$ cat src/rtl/op_issue_queue_if.sv
// Decoded G-code op type and the parser/processor handshake bundle for op_issue_queue.
// The queue uses the slave modport; the parser/ProcessorTop side uses master.
package op_issue_pkg;
   typedef struct packed {
      logic [7:0]         cmd;
      logic signed [15:0] arg_1;
      logic signed [15:0] arg_2;
      logic signed [15:0] arg_3;
      logic signed [15:0] arg_4;
      logic [3:0]         flags;
   } op_st;
endpackage

interface op_issue_queue_if #(
   parameter int OP_BITS = $bits(op_issue_pkg::op_st)
);
   logic [OP_BITS-1:0] in_op;
   logic               in_valid;
   logic               in_rdy;
   logic [OP_BITS-1:0] proc_op;
   logic               proc_trigger;
   logic               proc_rdy;

   modport slave (
      input  in_op, in_valid, proc_rdy,
      output in_rdy, proc_op, proc_trigger
   );

   modport master (
      output in_op, in_valid, proc_rdy,
      input  in_rdy, proc_op, proc_trigger
   );
endinterface

$ cat src/rtl/op_issue_queue.sv
// Circular op buffer between the G-code parser and ProcessorTop; issues one op at a
// time over the trigger/rdy handshake.
//
// state | meaning
// IDLE  | waiting for a queued op and proc_rdy=1
// ISSUE | proc_trigger high, proc_op held until the processor drops rdy
// WAIT  | op accepted, waiting for the processor to raise rdy again
module op_issue_queue #(
   parameter int DEPTH   = 4,
   parameter int OP_BITS = $bits(op_issue_pkg::op_st)
) (
   input  logic                   clk,
   input  logic                   reset,
   input  logic                   clk_en,
   input  logic                   flush,
   op_issue_queue_if.slave        bus,
   output logic [$clog2(DEPTH):0] level,
   output logic                   busy
);

   localparam int PW = $clog2(DEPTH);
   localparam int LW = PW + 1;

   typedef enum logic [1:0] {
      IDLE  = 2'd0,
      ISSUE = 2'd1,
      WAIT  = 2'd2
   } state_t;

   state_t             state;
   logic [OP_BITS-1:0] mem [DEPTH];
   logic [PW-1:0]      wr_ptr;
   logic [PW-1:0]      rd_ptr;
   logic               full;
   logic               empty;
   logic               push;
   logic               pop;

   assign full  = (level == LW'(DEPTH));
   assign empty = (level == '0);

   // Capacity is judged on the registered level, so a pop frees its slot one cycle later.
   assign bus.in_rdy = !full && !flush;
   assign push       = clk_en && bus.in_valid && bus.in_rdy;
   assign pop        = clk_en && (state == ISSUE) && !bus.proc_rdy && !empty;

   assign busy = (state != IDLE) || !empty;

   always_ff @(posedge clk) begin
      if (push) begin
         mem[wr_ptr] <= bus.in_op;
      end
   end

   always_ff @(posedge clk or negedge reset) begin
      if (!reset) begin
         wr_ptr <= '0;
         rd_ptr <= '0;
         level  <= '0;
      end else if (clk_en) begin
         if (flush) begin
            wr_ptr <= '0;
            rd_ptr <= '0;
            level  <= '0;
         end else begin
            if (push) begin
               wr_ptr <= wr_ptr + PW'(1);
            end
            if (pop) begin
               rd_ptr <= rd_ptr + PW'(1);
            end
            level <= level + LW'(push) - LW'(pop);
         end
      end
   end

   // Flush leaves the handshake alone: an op already in ISSUE finishes from proc_op.
   always_ff @(posedge clk or negedge reset) begin
      if (!reset) begin
         state            <= IDLE;
         bus.proc_trigger <= 1'b0;
         bus.proc_op      <= '0;
      end else if (clk_en) begin
         case (state)
            IDLE: begin
               if (!empty && bus.proc_rdy) begin
                  bus.proc_op      <= mem[rd_ptr];
                  bus.proc_trigger <= 1'b1;
                  state            <= ISSUE;
               end
            end
            ISSUE: begin
               if (!bus.proc_rdy) begin
                  bus.proc_trigger <= 1'b0;
                  state            <= WAIT;
               end
            end
            WAIT: begin
               if (bus.proc_rdy) begin
                  state <= IDLE;
               end
            end
            default: begin
               bus.proc_trigger <= 1'b0;
               state            <= IDLE;
            end
         endcase
      end
   end

endmodule

$ cat src/flat_wrapper.sv
// flat-port wrapper written by rule: the top's interface ports become plain ports
module op_issue_queue_flat 
#(
   parameter int DEPTH   = 4,
   parameter int OP_BITS = $bits(op_issue_pkg::op_st)
)
  (clk, reset, clk_en, flush, level, busy, bus_in_op, bus_in_valid, bus_proc_rdy, bus_in_rdy, bus_proc_op, bus_proc_trigger);
  op_issue_queue_if #(.OP_BITS(OP_BITS)) bus_i ();
  input  logic clk;
  input  logic reset;
  input  logic clk_en;
  input  logic flush;
  output logic [$clog2(DEPTH):0] level;
  output logic busy;
  input wire logic [$bits(bus_i.in_op)-1:0] bus_in_op;
  input wire logic [$bits(bus_i.in_valid)-1:0] bus_in_valid;
  input wire logic [$bits(bus_i.proc_rdy)-1:0] bus_proc_rdy;
  output wire logic [$bits(bus_i.in_rdy)-1:0] bus_in_rdy;
  output wire logic [$bits(bus_i.proc_op)-1:0] bus_proc_op;
  output wire logic [$bits(bus_i.proc_trigger)-1:0] bus_proc_trigger;
  assign bus_i.in_op = bus_in_op;
  assign bus_i.in_valid = bus_in_valid;
  assign bus_i.proc_rdy = bus_proc_rdy;
  assign bus_in_rdy = bus_i.in_rdy;
  assign bus_proc_op = bus_i.proc_op;
  assign bus_proc_trigger = bus_i.proc_trigger;
  op_issue_queue #(.DEPTH(DEPTH), .OP_BITS(OP_BITS)) u_core (.clk(clk), .reset(reset), .clk_en(clk_en), .flush(flush), .bus(bus_i), .level(level), .busy(busy));
endmodule
$ cat config.mk
export PLATFORM = sky130hd
export DESIGN_NAME = op_issue_queue_flat
export DESIGN_NICKNAME = d
export VERILOG_FILES = /design/src/rtl/op_issue_queue_if.sv /design/src/rtl/op_issue_queue.sv /design/src/flat_wrapper.sv
export SDC_FILE = /design/constraint.sdc
export NUM_CORES = 1
export LEC_CHECK = 0
export ABC_CLOCK_PERIOD_IN_PS = 9150
export BUFFER_PORTS_ARGS = -buffer_cell sky130_fd_sc_hd__buf_2
export CORE_AREA = 2 2 208 149
export CTS_BUF_LIST = sky130_fd_sc_hd__clkbuf_4
export CTS_CLUSTER_DIAMETER = 30
export DETAILED_ROUTE_END_ITERATION = 6
export DIE_AREA = 0 0 210 151
export GPL_ROUTABILITY_DRIVEN = 0
export PLACE_DENSITY = 0.75
export SETUP_SLACK_MARGIN = 0.2
export SYNTH_ARGS = -nofsm -noshare
export SYNTH_HDL_FRONTEND = slang
export SYNTH_SLANG_ARGS = --single-unit
$ cat constraint.sdc
create_clock -name clk -period 9.15 [get_ports clk]
set_input_delay 1.83 -clock clk [delete_from_list [all_inputs] [get_ports clk]]
set_output_delay 1.83 -clock clk [all_outputs]
set_load 0.02 [all_outputs]
# [Yosys cells after proc, flatten, opt, wreduce, memory -nomap -nowiden]
# Memories as Yosys holds them, arrays and structs flattened. A register that Yosys moved wholly into a read port is not among the register bits.
# Cells that the tools add are included.
[totals] ff_bits=10 n_memories=1 elab_cells=54 ram_bits=304 inputBits=82
[classes] bitwise_logic=1 n_mux=14 n_addsub=4 n_eq_ne=6 reduce_logical=23
[memory_table] memory="u_core.mem" words=4 width=76 rd=1 rd_clocked_by_memory_dff=1 write_ports=1 line="op_issue_queue.sv:31" text="logic [OP_BITS-1:0] mem [DEPTH];"
[ops] cell="2-bit two-way mux" n=7
[ops] cell="4-bit AND reduction" n=2
[ops] cell="1-bit logical AND" n=7
[ops] cell="2-bit one-hot mux with 3 select lines" n=1
[ops] cell="2-bit nonzero test" n=3
[ops] cell="1-bit logical NOT" n=5
[ops] cell="2-bit by 1-bit adder with 2-bit output, second input constant" n=2
[ops] cell="1-bit two-way mux" n=4
[ops] cell="2-bit != test, second input constant" n=2
[ops] cell="2-bit AND reduction" n=2
[ops] cell="3-bit by 1-bit adder with 3-bit output" n=1
[ops] cell="3-bit equality test, second input constant" n=1
[ops] cell="3-bit logical NOT" n=1
[ops] cell="3-bit two-way mux" n=1
[ops] cell="1-bit one-hot mux with 3 select lines" n=1
[ops] cell="3-bit AND reduction" n=1
[ops] cell="3-bit by 1-bit subtractor with 3-bit output" n=1
[ops] cell="2-bit by 1-bit equality test with 1-bit output, second input constant" n=1
[ops] cell="2-bit equality test, second input constant" n=1
[ops] cell="2-bit logical NOT" n=1
[ops] cell="2-bit by 1-bit != test with 1-bit output, second input constant" n=1
[ops] cell="1-bit logical OR" n=1
[ops] cell="1-bit inverter" n=1

# [Depth between registers and ports, before layout]
[logic_depth] ltp_word=7 ltp_mapped=11 mapped_depth_nobuf=10

# [Least setup slack after synthesis]
# Ideal clock, no wire load.
[synth_path] path_type="input -> register" start="in clk_en" end="mem u_core.mem[0][0] (netlist bit), enable pin" t_required_ns=8.707 setup_time_ns=0.443 stages=4 path_buffers=1 arrival_ns=4.318 slack_ns=4.389 path_cell_list="buf_2 -> nor2b_1 -> and3_1 -> and2_1"
[synth_between] elab_chain_cells=4
[synth_rtl] item="start, declared" line="flat_wrapper.sv:11" text="input logic clk_en;"
[synth_rtl] item="1-bit logical AND (2 in series)" line="op_issue_queue.sv:44" text="assign push = clk_en && bus.in_valid && bus.in_rdy;"
[synth_rtl] item="1-bit two-way mux" line="op_issue_queue.sv:50" text="if (push) begin"
[synth_rtl] item="1-bit two-way mux (not written as such)" line="op_issue_queue.sv:51" text="mem[wr_ptr] <= bus.in_op;"
[synth_rtl] item="end, declared" line="op_issue_queue.sv:31"
# Every way passes these cells.

# [Worst setup path in the final report]
[layout_path] start="in flush" end="out bus_in_rdy"
[layout_between] elab_chain_cells=2
[layout_rtl] item="start, declared" line="flat_wrapper.sv:12" text="input logic flush;"
[layout_rtl] item="1-bit logical NOT" line="op_issue_queue.sv:43" text="assign bus.in_rdy = !full && !flush;"
[layout_rtl] item="1-bit logical AND" line="op_issue_queue.sv:43"
[layout_rtl] item="end, declared" line="flat_wrapper.sv:18" text="output wire logic [$bits(bus_i.in_rdy)-1:0] bus_in_rdy;"
# Every way passes these cells.

==> implementation parameters <==
Parameter                              Value

Critical path
  Reg-to-reg slack, setup ... 6320 ps
  Worst-path fanout max ... 9
  Kind of start point of the critical path ... primary input
  Reg-to-Reg Start ... u_core.rd_ptr[0]$_DFFE_PN0P_
  Crit path capture type ... primary output
  Critical path arrival ... 2250 ps
  R2R Path End ... u_core.bus.proc_op[59]$_DFFE_PN0P_
  Classification of the worst setup path ... in -> out
  Setup crit end ... bus_in_rdy
  Worst EP required ... 7320 ps
  Worst reg-to-reg path cell count ... 3
  CP startpoint ... flush

Yosys
  Synthesized-area fraction occupied by ao, oa, aoi and oai cells ... 0.659%
  Mux contribution to synthesized area ... 18.5%
  Top cell type's share of synthesized area ... 62.5%
  Seq/Total Area, Yosys ... 77.2%
  Synthesized flop and latch total ... 390
  Mapped Area ... 14600 µm²
  Share of synthesized registers carrying an async set or reset ... 22.1%
  Commonest cells in the synthesized netlist ... edfxtp_1, dfrtp_1, mux4_2
  Arithmetic-cell share of the synthesized area counting full adders, half adders and majority gates ... 0.651%
  Main combinational cell family by area after synthesis ... multiplexers
  Number of enable-type register cells in the synthesized netlist ... 304
  Yosys synthesis warning count ... 0
  Cell type with the largest total area after synthesis ... edfxtp_1
  Prevailing post-synth register cell ... edfxtp_1
  Gate count after technology mapping ... 633
  Distinct cells, synth ... 37
  Library cell with the highest instance count after synthesis ... edfxtp_1
  Mean Syn Cell Area ... 23.1 µm²
  Synth area leaders ... edfxtp_1, dfrtp_1, mux4_2
  Parity-gate share of the synthesized area counting xor and xnor cells ... 0.0599%
  Number of nets produced by synthesis ... 722
  Simple-gate share of the synthesized area ... 1.33%

Drt
  Total Routed Length ... 27900 µm
  Residual DRC count ... 0
  Vias ... 7069
  WL/cell ... 20.9 µm
  Avg Vias per Cell ... 5.31
  First drt pass iteration count ... 5
  Antenna viol nets, final ... 0
  DRC violation total after the first TritonRoute iteration ... 488

Power and ir drop
  Areal power density over the cells ... 296 nW/µm²
  Internal power contribution ... 3.59 mW
  Sw power ... 1.47 mW
  Reported leakage power ... 6.44 nW
  Power share of the sequential group ... 46.4%
  Share of total power consumed by net switching ... 29.1%
  Clock group share of total power ... 28.7%
  Peak supply drop ... 162 µV
  Combinational Power Share ... 24.9%

Placement
  HPWL after detailed placement ... 17000 µm
  Post-placement worst setup slack ... 4790 ps
  Cell Count Post-Placement ... 1160
  Post-Place Cell Area ... 15800 µm²
  # port buffers ... 163

Outcome
  Run status ... finished clean

Clock tree
  Clock root buffer ... clkbuf_4
  Clock Sinks ... 390
  Number of buffers on the longest clock path ... 3
  CTS tree ... built
  Clock Pin Slew Worst Setup and Hold Paths ... 60 ps
  Clk_lat worst skew ... 710 ps
  Number of H-tree levels ... 3
  Count of cells resized by post-cts repair ... 0
  Number of buffers created by CTS ... 90
  Hold-fix buffers, CTS ... 0
  Post-CTS repair timing setup buffer count ... 0

Die
  Placeable Area ... 29600 µm²
  Die boundary width ... 210 µm
  Boundary pin count ... 164
  Die height ... 151 µm
  Row cnt ... 53
  Starting Density ... 49.3%
  Floorplan die area ... 31700 µm²

STA
  Peak clock frequency supported by timing ... 245 MHz
  Number of failing setup endpoints in the final timing report ... 0
  Fin crit share ... 44.6%
  Minimum setup slack in the final design ... 5070 ps
  Maximum clock skew at final layout ... 34.1 ps
  Pins over their slew limit ... 0
  Worst slew pin tran ... 947 ps
  Tmin final ... 4080 ps
  Final Hold Fails ... 0
  Rel. slew slack ... 36.9%
  Setup repair after global routing missed its margin ... false
  Setup TNS ... 0 ps

Finish
  Non-Filler Cell Area, Final ... 17100 µm²
  Fill cell count ... 2205
  Ratio of cells with drive above 1 in the final layout ... 52.0%
  Filler-free cell count of the finished design ... 1332
  Area added between synthesis and finish ... 16.7%
  Fin nets ... 956
  Utilization of the core after routing ... 57.5%

GRT
  Wire length of the first global-routing pass ... 42100 µm
  Overall routing resource usage ... 18.1%
  Initial antenna violation count ... 1
  Maximum number of pins on one net before global-route repair ... 62
  Global route overflow ... 0
  Via count of the first global-routing pass ... 7209

Hold path
  Path type of the worst min-delay path ... reg -> reg

Job
  Count of max-cap constraint violations ... 0
[power groups by stage]
| stage | sequential [mW] | clock [mW] | combinational [mW] |
|---|---|---|---|
| 6_report | 2.35 | 1.45 | 1.26 |
| 3_3_place_gp | 2.38 | 0 | 1.27 |
| 3_5_place_dp | 2.39 | 0 | 1.28 |
| 5_1_grt | 2.38 | 1.59 | 1.35 |
| 2_1_floorplan | 2.51 | 0 | 0.752 |
| 4_1_cts | 2.35 | 1.50 | 1.28 |
[worst min path at each step]
stage | from | to | slack [ps] | cells past startpoint
after floorplan | u_core.state[1]$_DFFE_PN0P_ | u_core.state[1]$_DFFE_PN0P_ | 530 | 1
after global placement | u_core.bus.proc_op[11]$_DFFE_PN0P_ | u_core.bus.proc_op[11]$_DFFE_PN0P_ | 490 | 1
after detailed placement | u_core.bus.proc_op[19]$_DFFE_PN0P_ | u_core.bus.proc_op[19]$_DFFE_PN0P_ | 490 | 1
after CTS | u_core.bus.proc_op[11]$_DFFE_PN0P_ | u_core.bus.proc_op[11]$_DFFE_PN0P_ | 500 | 1
after global routing | u_core.bus.proc_op[40]$_DFFE_PN0P_ | u_core.bus.proc_op[40]$_DFFE_PN0P_ | 520 | 1
final | u_core.bus.proc_op[11]$_DFFE_PN0P_ | u_core.bus.proc_op[11]$_DFFE_PN0P_ | 500 | 1
[through the flow]
stage	power (mW)	hold WS, ps
2_1_floorplan	3.26	534
3_3_place_gp	3.65	485
3_5_place_dp	3.67	488
4_1_cts	5.14	504
5_1_grt	5.32	518
6_report	5.06	498
[layout make-up]
class,instances,area (µm²),area share (%)
Sequential cell,390,11300,66.2
Multi-Input combinational cell,205,3100,18.2
Clock buffer,151,1130,6.65
Timing Repair Buffer,171,878,5.15
Tap cell,385,482,2.82
Clock inverter,19,133,0.778
Inverter,9,33.8,0.198
Antenna cell,2,5.00,0.0293
[critical path, cell delays in order]
cell     delay [ps]
buf_2           150
nor2b_1         100
buf_2           160
[registers in the layout, summed over array words and instances, names as in the netlist]
| name | cells |
|---|---|
| u_core.level | 3 |
| u_core.bus.proc_trigger | 1 |
| u_core.rd_ptr | 2 |
| u_core.state | 2 |
| u_core.bus.proc_op | 76 |
| u_core.wr_ptr | 2 |
| u_core.mem | 304 |
[per-layer routing]
| metal | track usage (%) | wire length (µm) |
|---|---|---|
| met1 | 26.4 | 12900 |
| met2 | 26.1 | 12600 |
| met3 | 5.62 | 1860 |
| met4 | 5.99 | 450 |
| met5 | 0 | 0 |
[cell usage in the layout, fill, tap and decap left out, types with 2 or more instances in the layout]
cell / synthesis / layout
diode_2: 0 / 2
inv_1: 9 / 9
bufinv_16: 0 / 2
dfrtp_4: 0 / 2
nor3_1: 2 / 2
o21ai_0: 3 / 3
nor2b_1: 4 / 4
clkbuf_4: 0 / 151
edfxtp_1: 304 / 304
buf_4: 4 / 9
mux2_4: 29 / 29
o211ai_1: 2 / 2
a211o_1: 2 / 2
inv_2: 0 / 2
nor2_1: 4 / 4
clkinv_1: 0 / 11
o2bb2ai_1: 2 / 2
ha_1: 6 / 6
mux4_2: 76 / 76
nand2_1: 3 / 3
dfrtp_1: 86 / 84
mux2_2: 48 / 48
and2_4: 0 / 4
nand4_1: 3 / 3
or3_1: 2 / 2
clkinv_2: 0 / 3
buf_2: 13 / 162
[cells by family after synthesis]
kind of cell    count (synthesis)
flops                         390
mux                           154
buf+inv                        38
simple gates                   30
compound gates                 13
fa+ha+maj                       7
xor+xnor                        1
Note: power is estimated with default switching activity, not from simulation.
